<file path="src/rtl/fp_adder.sv">
// ---------------------------------------------------------------------------
// fp_adder
//   Single-precision (binary32) floating-point accumulator. Every time the
//   block is idle it samples operand `a` together with the current running
//   sum, then walks ALIGN -> ADD -> NORM and writes the rounded result back
//   into the accumulator. One addition is in flight at a time.
//
//   Rounding is round-to-nearest, ties-to-even. Denormal inputs are treated
//   as zero. Results below the smallest normal flush to a signed zero.
//   NaN inputs and inf - inf produce the canonical quiet NaN 32'h7FC00000.
//
// Ports
//   clock   in   1   system clock, rising-edge active
//   nreset  in   1   asynchronous reset, ACTIVE-HIGH despite the name
//   a       in   32  binary32 operand, sampled on each rising edge while ready=1
//   sum     out  32  binary32 running sum (accumulator register)
//   ready   out  1   1 while idle; the next rising edge captures `a`
// ---------------------------------------------------------------------------
module fp_adder (
    input  logic        clock,
    input  logic        nreset,
    input  logic [31:0] a,
    output logic [31:0] sum,
    output logic        ready
);

    localparam logic [31:0] QNAN = 32'h7FC0_0000;

    typedef enum logic [1:0] {
        IDLE  = 2'd0,
        ALIGN = 2'd1,
        ADD   = 2'd2,
        NORM  = 2'd3
    } state_t;

    state_t      state_q, state_d;

    // Captured operands: A is the incoming operand, B the accumulator value.
    logic [31:0] opA_q, opB_q;

    // Aligned operands. Mantissas carry the hidden bit at [26] and
    // guard/round/sticky in [2:0].
    logic        bigSign_q, smlSign_q;
    logic [7:0]  bigExp_q;
    logic [26:0] bigMant_q, smlMant_q;
    logic        special_q;
    logic [31:0] specialVal_q;

    // Raw mantissa sum/difference with a carry bit at [27].
    logic [27:0] addMant_q;

    logic [31:0] sum_q;

    assign sum   = sum_q;
    assign ready = (state_q == IDLE);

    // The sequence is fixed; every state lasts exactly one clock.
    always_comb begin
        state_d = state_q;
        case (state_q)
            IDLE:    state_d = ALIGN;
            ALIGN:   state_d = ADD;
            ADD:     state_d = NORM;
            NORM:    state_d = IDLE;
            default: state_d = IDLE;
        endcase
    end

    // ------------------------------------------------------------------
    // Operand classification
    // ------------------------------------------------------------------
    logic [7:0]  expA, expB;
    logic [22:0] fracA, fracB;
    logic        zeroA, zeroB, nanA, nanB, infA, infB;
    logic [30:0] magA, magB;
    logic        aBigger;

    assign expA  = opA_q[30:23];
    assign expB  = opB_q[30:23];
    assign fracA = opA_q[22:0];
    assign fracB = opB_q[22:0];
    assign zeroA = (expA == 8'd0);
    assign zeroB = (expB == 8'd0);
    assign nanA  = (expA == 8'hFF) && (fracA != 23'd0);
    assign nanB  = (expB == 8'hFF) && (fracB != 23'd0);
    assign infA  = (expA == 8'hFF) && (fracA == 23'd0);
    assign infB  = (expB == 8'hFF) && (fracB == 23'd0);

    // Denormals compare as zero so the swap below never picks one as larger.
    assign magA    = zeroA ? 31'd0 : opA_q[30:0];
    assign magB    = zeroB ? 31'd0 : opB_q[30:0];
    assign aBigger = (magA >= magB);

    // NaN / infinity short-cut. The result is carried alongside the normal
    // datapath and substituted when the sum is written.
    logic        specialHit;
    logic [31:0] specialRes;

    always_comb begin
        specialHit = 1'b0;
        specialRes = 32'h0000_0000;
        if (nanA || nanB) begin
            specialHit = 1'b1;
            specialRes = QNAN;
        end else if (infA && infB) begin
            specialHit = 1'b1;
            specialRes = (opA_q[31] != opB_q[31]) ? QNAN : opA_q;
        end else if (infA) begin
            specialHit = 1'b1;
            specialRes = opA_q;
        end else if (infB) begin
            specialHit = 1'b1;
            specialRes = opB_q;
        end
    end

    // ------------------------------------------------------------------
    // ALIGN: swap so the larger magnitude comes first, then shift the
    // smaller mantissa right, folding every bit shifted out into sticky.
    // ------------------------------------------------------------------
    logic        bigSignD, smlSignD, bigZero, smlZero;
    logic [7:0]  bigExpD, smlExp, expDiff;
    logic [22:0] bigFrac, smlFrac;
    logic [26:0] bigMantD, smlFull, smlShifted, lostMask, smlMantD;

    always_comb begin
        bigSignD   = aBigger ? opA_q[31] : opB_q[31];
        smlSignD   = aBigger ? opB_q[31] : opA_q[31];
        bigZero    = aBigger ? zeroA : zeroB;
        smlZero    = aBigger ? zeroB : zeroA;
        bigExpD    = aBigger ? expA : expB;
        smlExp     = aBigger ? expB : expA;
        bigFrac    = aBigger ? fracA : fracB;
        smlFrac    = aBigger ? fracB : fracA;
        bigMantD   = bigZero ? 27'd0 : {1'b1, bigFrac, 3'b000};
        smlFull    = smlZero ? 27'd0 : {1'b1, smlFrac, 3'b000};
        expDiff    = bigExpD - smlExp;
        smlShifted = 27'd0;
        lostMask   = 27'd0;
        if (expDiff >= 8'd27) begin
            // Whole operand lies below the round bit: only sticky survives.
            smlMantD = {26'd0, |smlFull};
        end else begin
            smlShifted = smlFull >> expDiff;
            lostMask   = (27'd1 << expDiff) - 27'd1;
            smlMantD   = smlShifted | {26'd0, |(smlFull & lostMask)};
        end
    end

    // ------------------------------------------------------------------
    // ADD: magnitude add or subtract; the larger operand's sign wins.
    // ------------------------------------------------------------------
    logic [27:0] addMantD;

    always_comb begin
        if (bigSign_q == smlSign_q) begin
            addMantD = {1'b0, bigMant_q} + {1'b0, smlMant_q};
        end else begin
            addMantD = {1'b0, bigMant_q} - {1'b0, smlMant_q};
        end
    end

    // ------------------------------------------------------------------
    // NORM: leading-zero count used for left normalisation after a
    // subtraction. Only meaningful when bit 27 (carry) is clear.
    // ------------------------------------------------------------------
    logic [4:0] lzc;
    logic       lzcFound;

    always_comb begin
        lzc      = 5'd0;
        lzcFound = 1'b0;
        for (int i = 26; i >= 0; i--) begin
            if (!lzcFound && addMant_q[i]) begin
                lzc      = 5'(26 - i);
                lzcFound = 1'b1;
            end
        end
    end

    // Normalise, round to nearest even, and pack the final result. A
    // rounding carry turns 1.111..1 into 10.000..0, which only bumps the
    // exponent because the stored fraction is then all zeros.
    logic               carry, roundUp, roundCarry;
    logic [4:0]         lzcEff;
    logic [26:0]        normMant;
    logic [24:0]        rounded;
    logic [22:0]        fracOut;
    logic signed [9:0]  normExp;
    logic [31:0]        resultD;

    always_comb begin
        carry      = addMant_q[27];
        lzcEff     = carry ? 5'd0 : lzc;
        if (carry) begin
            normMant = {addMant_q[27:2], addMant_q[1] | addMant_q[0]};
        end else begin
            normMant = addMant_q[26:0] << lzcEff;
        end
        roundUp    = normMant[2] & (normMant[1] | normMant[0] | normMant[3]);
        rounded    = {1'b0, normMant[26:3]} + {24'd0, roundUp};
        roundCarry = rounded[24];
        fracOut    = roundCarry ? 23'd0 : rounded[22:0];
        normExp    = $signed({2'b00, bigExp_q}) + $signed({9'd0, carry})
                   - $signed({5'd0, lzcEff}) + $signed({9'd0, roundCarry});

        if (special_q) begin
            resultD = specialVal_q;
        end else if (addMant_q == 28'd0) begin
            // Exact cancellation (or 0 + 0) always yields +0.
            resultD = 32'h0000_0000;
        end else if (normExp <= 10'sd0) begin
            resultD = {bigSign_q, 31'd0};
        end else if (normExp >= 10'sd255) begin
            resultD = {bigSign_q, 8'hFF, 23'd0};
        end else begin
            resultD = {bigSign_q, normExp[7:0], fracOut};
        end
    end

    // ------------------------------------------------------------------
    // State and datapath registers. Each stage only loads its own
    // registers, so an asynchronous reset mid-operation simply discards
    // the partial work and the accumulator is never written.
    // ------------------------------------------------------------------
    always_ff @(posedge clock or posedge nreset) begin
        if (nreset) begin
            state_q      <= IDLE;
            opA_q        <= 32'd0;
            opB_q        <= 32'd0;
            bigSign_q    <= 1'b0;
            smlSign_q    <= 1'b0;
            bigExp_q     <= 8'd0;
            bigMant_q    <= 27'd0;
            smlMant_q    <= 27'd0;
            special_q    <= 1'b0;
            specialVal_q <= 32'd0;
            addMant_q    <= 28'd0;
            sum_q        <= 32'd0;
        end else begin
            state_q <= state_d;
            case (state_q)
                IDLE: begin
                    opA_q <= a;
                    opB_q <= sum_q;
                end
                ALIGN: begin
                    bigSign_q    <= bigSignD;
                    smlSign_q    <= smlSignD;
                    bigExp_q     <= bigExpD;
                    bigMant_q    <= bigMantD;
                    smlMant_q    <= smlMantD;
                    special_q    <= specialHit;
                    specialVal_q <= specialRes;
                end
                ADD: begin
                    addMant_q <= addMantD;
                end
                NORM: begin
                    sum_q <= resultD;
                end
                default: begin
                end
            endcase
        end
    end

endmodule

</file>
<file path="config.mk">
export PLATFORM = sky130hd
export DESIGN_NAME = fp_adder
export DESIGN_NICKNAME = d
export VERILOG_FILES = /design/src/rtl/fp_adder.sv
export SDC_FILE = /design/constraint.sdc
export NUM_CORES = 1
export LEC_CHECK = 0
export BUFFER_PORTS_ARGS = -buffer_cell sky130_fd_sc_hd__buf_2
export CAP_MARGIN = 20
export CORE_ASPECT_RATIO = 1.25
export CORE_MARGIN = 3
export CORE_UTILIZATION = 45
export DETAILED_ROUTE_END_ITERATION = 7
export PLACE_DENSITY = 0.57
export RECOVER_POWER = 50
export SKIP_CTS_REPAIR_TIMING = 1
export SYNTH_ARGS = -nofsm -noshare
export SYNTH_HDL_FRONTEND = slang
export SYNTH_SLANG_ARGS = --single-unit
</file>
<file path="constraint.sdc">
create_clock -name clock -period 10.4 [get_ports clock]
set_input_delay 2.08 -clock clock [delete_from_list [all_inputs] [get_ports clock]]
set_output_delay 2.08 -clock clock [all_outputs]
set_load 0.03 [all_outputs]
</file>
==> results.json, run 1 <==
{
  "status": "finished with violations",
  "violations": "capacitance limit, slew limit",
  "final_max_slew_viol_count": 345,
  "placed_cell_area_mm2": 0.0183,
  "final.setup.tns_ps": 0,
  "tritoncts": "done",
  "place_inst": 2543,
  "antenna_cells": 0,
  "reg2reg_depth": 30,
  "final_cells": 2590,
  "worst_setup_path_end_kind": "flop",
  "worst_pin_slew_ps": 3890,
  "hp-class": "flop to flop",
  "ys_seq_area_frac": 0.314,
  "rows": 80,
  "crit_arrival_ps": 9050,
  "crit_type": "flop to flop",
  "dpl.hpwl_um": 51100,
  "clockRootBuffer": "clkbuf_16",
  "drc_errors": 0,
  "cp.buffers_inverters": 3,
  "cp_slowest_stage_delay_ps": 940,
  "required_ps": 10870,
  "synth.net_count": 2202,
  "synth_area_leader_cell": "dfrtp_1",
  "grt_max_degree": 80,
  "antenna_found_initial": 1,
  "grt_pass1_vias": 16200,
  "drive_gt1_frac": 0.133,
  "period_needed_ps": 8580,
  "worstPathMaxFanout": 22,
  "peakVddDrop_uv": 285,
  "finalHoldViolations": 0,
  "final_common_cell": "dfrtp_1",
  "grt_usage": 0.317,
  "synth_area_mm2": 0.0176,
  "power_uw": 7650,
  "worst_r2r_startpoint": "addMant_q[19]$_DFFE_PP0P_",
  "clk_pin_slew_ps": 60,
  "first_pass_iters": 5,
  "ys_types": 93,
  "htree_levels": 1,
  "io_pins": 67,
  "syn-mean-instance-area_um2": 8.40,
  "synth-edff-count": 0,
  "grt_pass1_wl_um": 101000,
  "finalCritPeriodShare": 0.825,
  "synth.area.top_cells": "dfrtp_1, ha_1, mux2_2",
  "max_freq_mhz": 117,
  "worst_hold_path.endpoint": "bigMant_q[5]$_DFFE_PP0N_",
  "start_kind": "flop",
  "fp.dieW_um": 183,
  "die_h_um": 227,
  "reg2reg_slack_ps": 1820,
  "slowest_stage": "nor3_1",
  "gp_congestion": 1.04,
  "start_util": 0.458,
  "drv_cap": 6,
  "clk_latency_ps": 560,
  "finalSetupViolations": 0,
  "hold_path_depth": 1,
  "async_flop_share": 1.00,
  "final_cell_area_mm2": 0.0191,
  "drtAntennaViolNets": 0,
  "final_cell_mix": "dfrtp_1, nor2_1, nand2_1",
  "critPathTopFamily": "simple AND/OR/NAND/NOR gates",
  "clk_path_buf_depth": 3,
  "viasPerCell": 6.46,
  "synth_flop_cell": "dfrtp_1",
  "rsz0062_at_grt": "false",
  "syn-instance-count": 2089,
  "area_delta_synth_final_pct": 8.85,
  "skew_ps": 35.3,
  "fillCellCount": 3767,
  "overflow": 0,
  "wire_per_inst_um": 26.0,
  "cts_buffers": 26,
  "yosys_warnings": 0,
  "max-slew-margin-rel": -1.59,
  "die_area_mm2": 0.0414,
  "coreArea_mm2": 0.0383,
  "power_leakage_uw": 0.00805,
  "numPortBuffers": 66,
  "synth_top_area_share": 0.314,
  "r2r_end": "sum[22]$_DFFE_PP0N_",
  "hold_ws_ps": 497,
  "hp-start": "bigMant_q[5]$_DFFE_PP0N_",
  "powerDensity_mw_per_mm2": 401,
  "via_count": 16700,
  "ys_seq_elements": 220,
  "wl_um": 67300,
  "drtIter0Drc": 1611,
  "nets": 2192,
  "clkSinkCount": 220
}
synth_stat cells (all sizes together) (6+ instances only):
master	n
a211o	6
a211oi	16
a21boi	7
a21o	21
a21oi	173
a221oi	15
a22oi	28
a311oi	7
a31oi	23
a32o	7
a32oi	8
and2	31
and3	16
and4	7
buf	43
clkbuf	102
dfrtp	220
ha	76
inv	70
mux2	83
mux2i	92
nand2	176
nand2b	15
nand3	68
nand4	26
nor2	216
nor2b	33
nor3	40
nor4	35
o211ai	24
o21a	7
o21ai	118
o221ai	13
o22ai	22
o2bb2ai	28
o31a	8
o31ai	12
o32ai	8
or2	7
or3	11
or4	10
xnor2	59
xor2	20
flip-flops by register name (all words and copies together), names as in the netlist:
name	cells
addMant_q	28
smlSign_q	1
special_q	1
bigMant_q	24
opB_q	32
state_q	2
bigSign_q	1
sum	32
smlMant_q	27
specialVal_q	32
opA_q	32
bigExp_q	8
worst reg2reg max path, delay by kind of cell, from the launching register on:
family	cells	cell delay, ps
AO/OA/AOI/OAI	11	2430
XOR/XNOR	1	150
adder cells (fa/ha/maj)	2	670
buffers and inverters	3	640
flip-flops	1	500
AND/OR/NAND/NOR	13	4110
stage by stage:
stage / setup WS [ps] / util
after CTS: 1860 / 0.500
after floorplan: 2300 / -
after global placement: 2010 / 0.477
after detailed placement: 1860 / 0.477
after global routing: 1150 / 0.498
final: 1820 / 0.498
worst max-delay path by stage:
stage,depth (start not counted),to,from
floorplan,1,addMant_q[0]$_DFFE_PP0P_,nreset
global placement,31,sum[21]$_DFFE_PP0N_,addMant_q[19]$_DFFE_PP0P_
detailed placement,31,sum[21]$_DFFE_PP0N_,addMant_q[19]$_DFFE_PP0P_
CTS,31,sum[21]$_DFFE_PP0N_,addMant_q[19]$_DFFE_PP0P_
global route,32,sum[22]$_DFFE_PP0N_,addMant_q[19]$_DFFE_PP0P_
finish,30,sum[22]$_DFFE_PP0N_,addMant_q[19]$_DFFE_PP0P_
final cells by class:
type                            instances  area [µm²]  share of cell area
Tap cell                              492         616              0.0322
Inverter                               73         275              0.0144
Clock inverter                         14         150             0.00786
Multi-Input combinational cell       1651       11200               0.588
Sequential cell                       220        5510               0.288
Clock buffer                           33         717              0.0375
Timing Repair Buffer                  107         616              0.0322
logic make-up (layout without fill, tap and decap cells):
kind of cell,Yosys count,in the layout,synth area share
AND/OR/NAND/NOR,708,708,0.196
XOR/XNOR,79,79,0.0394
buffers and inverters,218,227,0.0493
flip-flops,220,220,0.314
adder cells (fa/ha/maj),82,82,0.0593
multiplexers,177,177,0.108
AO/OA/AOI/OAI,605,605,0.234
layer usage:
| layer | up-vias | GRT usage | routed length [µm] |
|---|---|---|---|
| li1 | 7675 | - | - |
| met1 | 8167 | 0.395 | 26900 |
| met2 | 691 | 0.543 | 32700 |
| met3 | 202 | 0.0323 | 3550 |
| met4 | 2 | 0.167 | 4120 |
| met5 | - | 0 | 17 |
where the power goes:
part           leakage [µW]  switching [µW]  internal [µW]  total, µW
registers           0.00282             416           1060       1480
logic               0.00480            3370           1880       5250
clock network      0.000432             381            540        921
Power figures use the tool's default switching activity.
==> run 2, diff against run 1 <==
--- a/config.mk
+++ b/config.mk
@@ -11,7 +11,7 @@
 export CORE_MARGIN = 3
 export CORE_UTILIZATION = 45
 export DETAILED_ROUTE_END_ITERATION = 7
-export PLACE_DENSITY = 0.57
+export PLACE_DENSITY = 0.59
 export RECOVER_POWER = 50
 export SKIP_CTS_REPAIR_TIMING = 1
 export SYNTH_ARGS = -nofsm -noshare
==> constraint.sdc (replaced) <==
create_clock -name clock -period 7.8 [get_ports clock]
set_input_delay 1.56 -clock clock [delete_from_list [all_inputs] [get_ports clock]]
set_output_delay 1.56 -clock clock [all_outputs]
set_load 0.03 [all_outputs]
==> results.json, run 2 (synthesis results as in run 1) <==
{
  "status": "finished with violations",
  "violations": "capacitance limit, slew limit",
  "drtIter0Drc": 1575,
  "grt_usage": 0.331,
  "final_max_slew_viol_count": 291,
  "skew_ps": 19.8,
  "htree_levels": 1,
  "crit_arrival_ps": 7850,
  "max_freq_mhz": 135,
  "powerDensity_mw_per_mm2": 537,
  "period_needed_ps": 7390,
  "worst_pin_slew_ps": 3120,
  "via_count": 17200,
  "cts_buffers": 26,
  "wire_per_inst_um": 26.0,
  "power_uw": 10700,
  "worstPathMaxFanout": 15,
  "clk_pin_slew_ps": 70,
  "grt_max_degree": 82,
  "final.setup.tns_ps": 0,
  "tritoncts": "done",
  "coreArea_mm2": 0.0383,
  "grt_pass1_wl_um": 105000,
  "switching_share": 0.530,
  "peakVddDrop_uv": 525,
  "reg2reg_depth": 30,
  "fp.dieW_um": 183,
  "clkSinkCount": 220,
  "drc_errors": 0,
  "p_int_uw": 5050,
  "required_ps": 8260,
  "power_leakage_uw": 0.00856,
  "area_delta_synth_final_pct": 13.9,
  "grt_pass1_vias": 16600,
  "drtAntennaViolNets": 0,
  "start_util": 0.458,
  "start_kind": "flop",
  "rows": 80,
  "viasPerCell": 6.40,
  "finalSetupViolations": 0,
  "dpl.hpwl_um": 54100,
  "numPortBuffers": 66,
  "finalHoldViolations": 0,
  "worst_setup_path_end_kind": "flop",
  "cp_slowest_stage_delay_ps": 570,
  "die_area_mm2": 0.0414,
  "crit_type": "flop to flop",
  "io_pins": 67,
  "drv_cap": 5,
  "first_pass_iters": 6,
  "gp_congestion": 1.01,
  "antenna_found_initial": 0,
  "switching_power_uw": 5690,
  "final_cell_mix": "dfrtp_1, nor2_1, nand2_1",
  "clk_path_buf_depth": 3,
  "clkPwrFrac": 0.109,
  "crit_top_cell": "o21ai_0",
  "max-slew-margin-rel": -1.08,
  "die_h_um": 227,
  "drive_gt1_frac": 0.176,
  "seq_power_share": 0.172,
  "wl_um": 70100,
  "clockRootBuffer": "clkbuf_16",
  "hp-class": "flop to flop",
  "finalCritPeriodShare": 0.947,
  "overflow": 0,
  "clk_latency_ps": 550,
  "final_common_cell": "dfrtp_1",
  "pwr-share-comb": 0.718,
  "hold_path_depth": 1,
  "antenna_cells": 0,
  "nets": 2301,
  "slowest_stage": "or4_1"
}
## run 2: cell count changes in the layout (fill, tap and decap cells not counted), sizes merged
cell,change
clkinv,-7
buf,+109
clkbuf,+2
bufinv,-2
clkdlybuf4s25,+1
clkinvlp,+3
a21boi,+1
inv,-1
## run 2: final timing paths
path | startpoint | endpoint | slack [ps]
worst min-delay path | bigMant_q[5]$_DFFE_PP0N_ | bigMant_q[5]$_DFFE_PP0N_ | 500
min in group asynchronous | nreset | sum[7]$_DFFE_PP0N_ | 1860
worst min register to register | bigMant_q[5]$_DFFE_PP0N_ | bigMant_q[5]$_DFFE_PP0N_ | 500
worst max-delay path | addMant_q[26]$_DFFE_PP0P_ | sum[22]$_DFFE_PP0N_ | 410
max in group asynchronous | nreset | smlMant_q[24]$_DFFE_PP0N_ | 1170
worst max register to register | addMant_q[26]$_DFFE_PP0P_ | sum[22]$_DFFE_PP0N_ | 410
## run 2: area by class of cell
cell class / instances / area, µm²
fill: 3672 / 18300
sequential: 220 / 5510
inverter: 73 / 275
clock inverter: 7 / 46.3
multi-input combinational: 1652 / 11300
tap: 492 / 616
clock buffer: 37 / 763
timing repair buffer: 215 / 1490
## run 2: routing by layer
layer / GRT usage / part of all wire / up-vias
met4: 0.193 / 0.069 / 0
met3: 0.0305 / 0.054 / 217
li1: - / - / 7904
met5: 0 / 0 / -
met1: 0.405 / 0.39 / 8415
met2: 0.570 / 0.49 / 706
## run 2: through the flow
step	hold slack, ps	instance area, µm²	util	worst slack (ps)	cells
floorplan	455	17600	-	219	2089
global placement	478	19000	0.497	119	2642
detailed placement	482	19000	0.497	72.3	2642
CTS	499	19900	0.518	41.9	2686
global route	507	20000	0.521	-11.2	2696
finish	498	20000	0.521	415	2696
## run 2: power groups by stage
| stage | logic [µW] | clock network (µW) | registers, µW |
|---|---|---|---|
| finish | 7710 | 1170 | 1850 |
| global route | 8320 | 1240 | 1890 |
| CTS | 7530 | 1190 | 1830 |
| detailed placement | 7490 | 0 | 1850 |
| global placement | 7480 | 0 | 1840 |
| floorplan | 5000 | 0 | 1730 |
## run 2: critical path: cells and delay by family (launching register included)
kind,cells,cell delay [ps]
adder cells (fa/ha/maj),2,630
AND/OR/NAND/NOR,10,2690
XOR/XNOR,1,230
buffers and inverters,3,490
flip-flops,1,480
AO/OA/AOI/OAI,14,2800
